--- src/rtl/estacao_reserva_add.sv ---
// Adder reservation station for the Tomasulo core.
// Accepts one dispatched ADD/SUB, snoops the CDB for pending operands,
// executes for EXEC_LATENCY cycles, then broadcasts its result on the CDB
// under its own tag.
//
// CDB output handshake: cdb_req_o acts as valid and cdb_grant_i acts as ready.
// While cdb_req_o=1, cdb_out_tag_o and cdb_out_data_o hold stable. A rising
// clock edge that sees cdb_req_o && cdb_grant_i completes the transfer.
// cdb_grant_i has no effect while cdb_req_o=0.
module estacao_reserva_add #(
  parameter logic [2:0]  TAG          = 3'd1,
  parameter int          EXEC_LATENCY = 2,
  parameter logic [15:0] SEM_VALOR    = 16'hFFF0
) (
  input  logic        clk_i,
  input  logic        rst_n_i,
  input  logic        enable_i,
  input  logic        op_i,
  input  logic [15:0] vj_i,
  input  logic [15:0] vk_i,
  input  logic [2:0]  qj_i,
  input  logic [2:0]  qk_i,
  input  logic        cdb_valid_i,
  input  logic [2:0]  cdb_tag_i,
  input  logic [15:0] cdb_data_i,
  input  logic        cdb_grant_i,
  output logic        ready_o,
  output logic        cdb_req_o,
  output logic [2:0]  cdb_out_tag_o,
  output logic [15:0] cdb_out_data_o,
  output logic        erro_despacho_o,
  output logic [1:0]  state_o
);

  typedef enum logic [1:0] {
    LIVRE     = 2'd0,
    ESPERA    = 2'd1,
    EXEC      = 2'd2,
    RESULTADO = 2'd3
  } state_t;

  localparam logic [2:0] CNT_INIT = 3'(EXEC_LATENCY - 1);

  state_t      state_q, state_d;
  logic        op_q, op_d;
  logic [15:0] vj_q, vj_d;
  logic [15:0] vk_q, vk_d;
  logic [2:0]  qj_q, qj_d;
  logic [2:0]  qk_q, qk_d;
  logic [2:0]  cnt_q, cnt_d;
  logic [15:0] result_q, result_d;
  logic        erro_q, erro_d;

  // A CDB broadcast resolves a tag only when the tag is nonzero and matches.
  logic byp_j, byp_k, snp_j, snp_k;
  assign byp_j = cdb_valid_i && (qj_i != 3'd0) && (cdb_tag_i == qj_i);
  assign byp_k = cdb_valid_i && (qk_i != 3'd0) && (cdb_tag_i == qk_i);
  assign snp_j = cdb_valid_i && (qj_q != 3'd0) && (cdb_tag_i == qj_q);
  assign snp_k = cdb_valid_i && (qk_q != 3'd0) && (cdb_tag_i == qk_q);

  // Next-state, operand capture and result computation.
  always_comb begin
    state_d  = state_q;
    op_d     = op_q;
    vj_d     = vj_q;
    vk_d     = vk_q;
    qj_d     = qj_q;
    qk_d     = qk_q;
    cnt_d    = cnt_q;
    result_d = result_q;
    erro_d   = enable_i && (state_q != LIVRE);
    case (state_q)
      LIVRE: begin
        if (enable_i) begin
          op_d  = op_i;
          qj_d  = byp_j ? 3'd0 : qj_i;
          qk_d  = byp_k ? 3'd0 : qk_i;
          vj_d  = byp_j ? cdb_data_i : ((qj_i != 3'd0) ? SEM_VALOR : vj_i);
          vk_d  = byp_k ? cdb_data_i : ((qk_i != 3'd0) ? SEM_VALOR : vk_i);
          cnt_d = CNT_INIT;
          state_d = ((qj_d == 3'd0) && (qk_d == 3'd0)) ? EXEC : ESPERA;
        end
      end
      ESPERA: begin
        if (snp_j) begin
          vj_d = cdb_data_i;
          qj_d = 3'd0;
        end
        if (snp_k) begin
          vk_d = cdb_data_i;
          qk_d = 3'd0;
        end
        // Decided on registered tags: a capture takes effect one cycle later.
        if ((qj_q == 3'd0) && (qk_q == 3'd0)) begin
          state_d = EXEC;
          cnt_d   = CNT_INIT;
        end
      end
      EXEC: begin
        if (cnt_q == 3'd0) begin
          result_d = op_q ? (vj_q - vk_q) : (vj_q + vk_q);
          state_d  = RESULTADO;
        end else begin
          cnt_d = cnt_q - 3'd1;
        end
      end
      RESULTADO: begin
        if (cdb_grant_i) state_d = LIVRE;
      end
      default: state_d = LIVRE;
    endcase
  end

  // State and datapath registers; reset discards any instruction in flight.
  always_ff @(posedge clk_i or negedge rst_n_i) begin
    if (!rst_n_i) begin
      state_q  <= LIVRE;
      op_q     <= 1'b0;
      vj_q     <= SEM_VALOR;
      vk_q     <= SEM_VALOR;
      qj_q     <= 3'd0;
      qk_q     <= 3'd0;
      cnt_q    <= 3'd0;
      result_q <= 16'd0;
      erro_q   <= 1'b0;
    end else begin
      state_q  <= state_d;
      op_q     <= op_d;
      vj_q     <= vj_d;
      vk_q     <= vk_d;
      qj_q     <= qj_d;
      qk_q     <= qk_d;
      cnt_q    <= cnt_d;
      result_q <= result_d;
      erro_q   <= erro_d;
    end
  end

  // Outputs decoded from state; CDB fields are zero unless requesting.
  always_comb begin
    ready_o         = (state_q == LIVRE);
    cdb_req_o       = (state_q == RESULTADO);
    cdb_out_tag_o   = cdb_req_o ? TAG : 3'd0;
    cdb_out_data_o  = cdb_req_o ? result_q : 16'd0;
    erro_despacho_o = erro_q;
    state_o         = state_q;
  end

endmodule

--- config.mk ---
export PLATFORM = sky130hd
export DESIGN_NAME = estacao_reserva_add
export DESIGN_NICKNAME = d
export VERILOG_FILES = /design/src/rtl/estacao_reserva_add.sv
export SDC_FILE = /design/constraint.sdc
export NUM_CORES = 1
export LEC_CHECK = 0
export ABC_CLOCK_PERIOD_IN_PS = 5300
export BUFFER_PORTS_ARGS = -buffer_cell sky130_fd_sc_hd__buf_4
export CORE_UTILIZATION = 48
export CTS_CLUSTER_SIZE = 30
export DETAILED_ROUTE_END_ITERATION = 12
export GPL_TIMING_DRIVEN = 0
export PLACE_DENSITY = 0.7
export SLEW_MARGIN = 10
export SYNTH_ARGS = -nofsm -noshare
export SYNTH_HDL_FRONTEND = slang
export SYNTH_SLANG_ARGS = --single-unit
--- constraint.sdc ---
create_clock -name clk_i -period 5.3 [get_ports clk_i]
set_input_delay 0 -clock clk_i [delete_from_list [all_inputs] [get_ports clk_i]]
set_output_delay 0 -clock clk_i [all_outputs]
set_load 0.03 [all_outputs]
# Yosys cells after proc, flatten, opt, wreduce, memory -nomap -nowiden
# Index checks and enable logic that the tools add are counted.
[op_classes]
add_sub_neg = 3
mul = 0
div_mod_pow = 0
magnitude_cmp = 0
n_eq_ne = 14
shifts = 0
n_mux = 31
n_bitwise = 0
reduce_logical = 30
[op_table]
columns = ["operator", "n"]
rows = [
  ["$mux 16", 10],
  ["$pmux 16 s2", 2],
  ["$mux 3", 9],
  ["$add 16x16->16", 1],
  ["$sub 16x16->16", 1],
  ["$logic_not 3->1", 5],
  ["$reduce_bool 3->1", 5],
  ["$ne 2x2->1 const B", 7],
  ["$eq 3x3->1", 4],
  ["$pmux 3 s2", 2],
  ["$logic_and 1x1->1", 11],
  ["$mux 2", 5],
  ["$pmux 3 s3", 1],
  ["$pmux 2 s4", 1],
  ["$reduce_and 4->1", 2],
  ["$reduce_and 3->1", 2],
  ["$eq 2x2->1 const B", 2],
  ["$reduce_and 2->1", 2],
  ["$reduce_bool 2->1", 2],
  ["$sub 3x1->3 const B", 1],
  ["$eq 2x1->1 const B", 1],
  ["$logic_not 2->1", 1],
  ["$mux 1", 1],
]
[totals]
ff_bits = 61
latchBits = 0
ramBits = 0
mem_bits_ro = 0
input_bits = 63
output_inout_bits = 24
word_cells = 87
n_memories = 0

# Depth between registers and ports, before layout
[depth]
ltp_word = 9
ltp_mapped = 15
mapped_depth_nobuf = 15

# Least setup slack after synthesis
# OpenSTA, ideal clock, no wires.
[synth_path]
path_kind = "register to register"
from = "register vk_q[0]"
to = "register result_q[15]"
t_arrival_ps = 2762
slack_ps = 2404
stages_incl_launch_ff = 16
path_buffers = 0
period_less_slack_ps = 2896
cell_sequence = "dfrtp_1 > inv_1 > ha_1 > nor2b_1 > nand3_1 > or4_1 > nor3_1 > nor2_1 > xnor2_1 > ha_1 > a21oi_1 > o21bai_1 > o22a_1 > o31ai_1 > xnor2_1 > o21ai_0"
[synth_via]
elab_chain_cells = 2
elab_cells_between_ends = 3
classes_between = "add/sub: 2; mux: 1"
[synth_rtl]
columns = ["item", "line_no", "source"]
rows = [
  ["from (decl)", "47", "logic [15:0] vk_q, vk_d;"],
  ["from (signal assigned)", "130", "vk_q <= vk_d;"],
  ["$add 16x16->16 or $sub 16x16->16 (tied branches)", "101", "result_d = op_q ? (vj_q - vk_q) : (vj_q + vk_q);"],
  ["$mux 16 (*)", "101", ""],
  ["to (signal assigned)", "134", "result_q <= result_d;"],
  ["to (decl)", "51", "logic [15:0] result_q, result_d;"],
]
# Every way passes the cells marked *; elsewhere a longest branch is shown, timed or not.
# A chain may end at the register's enable or synchronous reset.

# Worst setup path after layout
# Same ends and word-level chain as after synthesis.

==> results.sh <==
export IMPL_fmax_mhz=301
export IMPL_gp_congestion=0.873
export IMPL_crit_type="reg2reg"
export IMPL_netlist_area_um2=3970
export IMPL_status="complete, no violations"
export IMPL_drc=0
export IMPL_sw_frac_of_total=0.458
export IMPL_vias=3934
export IMPL_synth_warnings=0
export IMPL_arrival_ns=3.53
export IMPL_synth_edf_count=0
export IMPL_syn_inst=458
export IMPL_portBuffers=82
export IMPL_rows=32
export IMPL_tns_ns=0
export IMPL_min_to="vj_q[8]"
export IMPL_path_max_fanout=5
export IMPL_dieWidth_um=93.0
export IMPL_wirelength_mm=10.8
export IMPL_grt_max_degree=62
export IMPL_synth_area_per_cell_um2=8.68
export IMPL_worstReg2RegStart="vk_q[0]"
export IMPL_rsz0062_at_grt="no"
export IMPL_cap_violations=0
export IMPL_stdcell_area_um2=5540
export IMPL_slew_limit_headroom=0.503
export IMPL_fin_crit_sh=0.626
export IMPL_nNetsFinal=700
export IMPL_cts_buffer_depth=2
export IMPL_num_io_pins=87
export IMPL_timing_rr_end="result_q[15]"
export IMPL_setup_viol=0
export IMPL_wl_per_cell_um=15.0
export IMPL_grt_usage=0.267
export IMPL_r2r_slack_ns=1.98
export IMPL_h_tree_depth=3
export IMPL_p_switching_mw=1.82
export IMPL_final_common_cell="buf_4"
export IMPL_dieArea_um2=8650
export IMPL_initial_utilization=0.506
export IMPL_ir_worst_vdd_v=0.000334
export IMPL_synth_top_cells_by_area="dfrtp_1, dfstp_2, ha_1, o21ai_0, nand2_1"
export IMPL_synth_seq_area_share=0.392
export IMPL_total_power_mw=3.98
export IMPL_place_area_um2=4720
export IMPL_holdPathStages=3
export IMPL_end_kind="register"
export IMPL_drt_iter0_drc=190
export IMPL_synth_flop_cell="dfrtp_1"
export IMPL_worst_pin_slew_ns=0.739
export IMPL_finalClockSkew_ns=0.0166
export IMPL_area_delta_synth_final_pct=39.4
export IMPL_avgViaCountPerCell=5.46
export IMPL_p_int_mw=2.16
export IMPL_die_h_um=93.0
export IMPL_dp_hpwl_mm=7.40
export IMPL_yosys_cell_types_count=51
export IMPL_async_reset_ff_frac=1.00
export IMPL_firstDrtPassIters=5
export IMPL_final_layout_size_suffix_gt1_frac=0.228
export IMPL_layout_common_cells="buf_4, nand2_1, dlygate4sd3_1"
export IMPL_cts_root_buf="clkbuf_8"
export IMPL_comb_power_share=0.646
export IMPL_hold_worst_slack_ns=0.00633
export IMPL_coreArea_um2=7850
export IMPL_power_density_nw_per_um2=718
export IMPL_antenna_found_initial=0
export IMPL_hold_path_startpoint="vj_i[8]"
export IMPL_grt_overflow_total=0
export IMPL_hold_viol=0
export IMPL_grt_pass1_wl_mm=18.1
export IMPL_start_kind="register"
export IMPL_n_antenna_cell=0
export IMPL_p_seq_frac=0.242
export IMPL_synth_top_area_frac=0.233
export IMPL_numCtsBuffers=9
export IMPL_first_global_vias=3899
export IMPL_yosysTopAreaCell="dfrtp_1"
export IMPL_p_clk_frac=0.112
export IMPL_pre_cts_slack_ns=2.04
export IMPL_hold_path_class="in2reg"
export IMPL_ant_nets=0
export IMPL_cts_tree="done"
export IMPL_crit_required_ns=5.51
export IMPL_power_leakage_nw=2.55
export IMPL_clk_latency_ns=0.35
export IMPL_cts_sinks=61
export IMPL_period_minus_slack_ns=3.32
export IMPL_ys_seq_elements=61
export IMPL_drv_slew=0
export IMPL_worst_slack_ns=1.98
export IMPL_worstRegToRegCells=15
export IMPL_path_clk_slew_ns=0.08
[flip-flops by register name, summed over array words and instances, names as in the netlist]
signal,count
cnt_q,3
result_q,16
qj_q,3
op_q,1
erro_despacho_o,1
vj_q,16
state_o,2
qk_q,3
vk_q,16
[Yosys cell counts, types with 2 or more instances]
cell type  count
or2_2          5
xnor2_1       27
o21a_1         3
o22ai_1       25
o21bai_1       2
and3_1         2
a22oi_1        5
buf_2          7
or4_1          2
a211oi_1       3
or2b_2         2
nor4_1         3
a221oi_1       4
a31oi_1        3
xor2_1         8
dfstp_2       24
inv_1         16
o22a_1         2
a21o_1         4
o31ai_1        4
a21oi_1       23
nand2_1       68
o2111ai_1      4
nor2b_1        3
o21ai_0       53
a22o_1         2
o211ai_1       3
ha_1          23
buf_4          3
nand2b_1       7
dfrtp_1       37
nor3_1         9
and2_1        16
and4_1         3
clkbuf_1      14
nor2_1        24
[critical path: stages (launching register included)]
cell and delay, ns:
dfrtp_1 0.41, inv_1 0.09, ha_1 0.17, nor2b_1 0.24, nand3_1 0.14, or4_1 0.46, nor3_1 0.16, nor2_1 0.07
xnor2_1 0.14, ha_1 0.35, a21oi_1 0.29, o21bai_1 0.15, o22a_1 0.19, o31ai_1 0.08, xnor2_1 0.16, o21ai_0 0.09
[per-stage QoR]
step,util,instances
3_5_place_dp,0.602,643
3_3_place_gp,0.602,643
4_1_cts,0.706,720
5_1_grt,0.706,720
6_report,0.706,720
2_1_floorplan,-,459
[worst max-delay path by stage]
stage | from | end | depth (start not counted)
after floorplan | vk_q[0] | result_q[15] | 15
after global placement | vk_q[0] | result_q[15] | 15
after detailed placement | vk_q[0] | result_q[15] | 15
after CTS | vk_q[0] | result_q[15] | 15
after global routing | vk_q[0] | result_q[15] | 15
final | vk_q[0] | result_q[15] | 15
[area by class of cell]
class	count	area, um2
inverter	16	60.1
timing repair buffer	143	1230
clock buffer	11	153
sequential	61	1560
tap	102	128
buffer	24	110
multi-input combinational	358	2250
clock inverter	5	56.3
fill	647	2310
[metal layers]
metal / wire (um) / track usage / vias to the layer above
met5: 0 / 0 / -
met4: 363 / 0.126 / 0
met3: 689 / 0.0528 / 34
met2: 5080 / 0.434 / 162
met1: 4650 / 0.341 / 1807
li1: - / - / 1931
[logic make-up (layout without fill, tap and decap cells)]
| logic type | after synthesis | after routing | synth area share |
|---|---|---|---|
| AO/OA/AOI/OAI | 146 | 146 | 0.227 |
| XOR/XNOR | 35 | 35 | 0.0771 |
| adder cells (fa/ha/maj) | 24 | 24 | 0.0775 |
| buffers and inverters | 40 | 199 | 0.0428 |
| flip-flops | 61 | 61 | 0.392 |
| multiplexers | 2 | 2 | 0.00535 |
| other | 1 | 2 | 0.000944 |
| AND/OR/NAND/NOR | 149 | 149 | 0.178 |
[what timing repair did]
action	in CTS	in global routing
buffers inserted	0	0
endpoints found under the hold margin	76	0
hold buffers	61	0
gates resized for setup	0	0
[power groups by stage]
stage                     sequential [mW]  clock, mW  combinational (mW)
after floorplan                     0.922          0                1.88
after global placement              0.952          0                2.37
after detailed placement            0.963          0                2.41
after CTS                           0.956      0.449                2.54
after global routing                0.991      0.467                2.88
final                               0.962      0.446                2.57
Note: power is estimated with default switching activity, not from simulation.
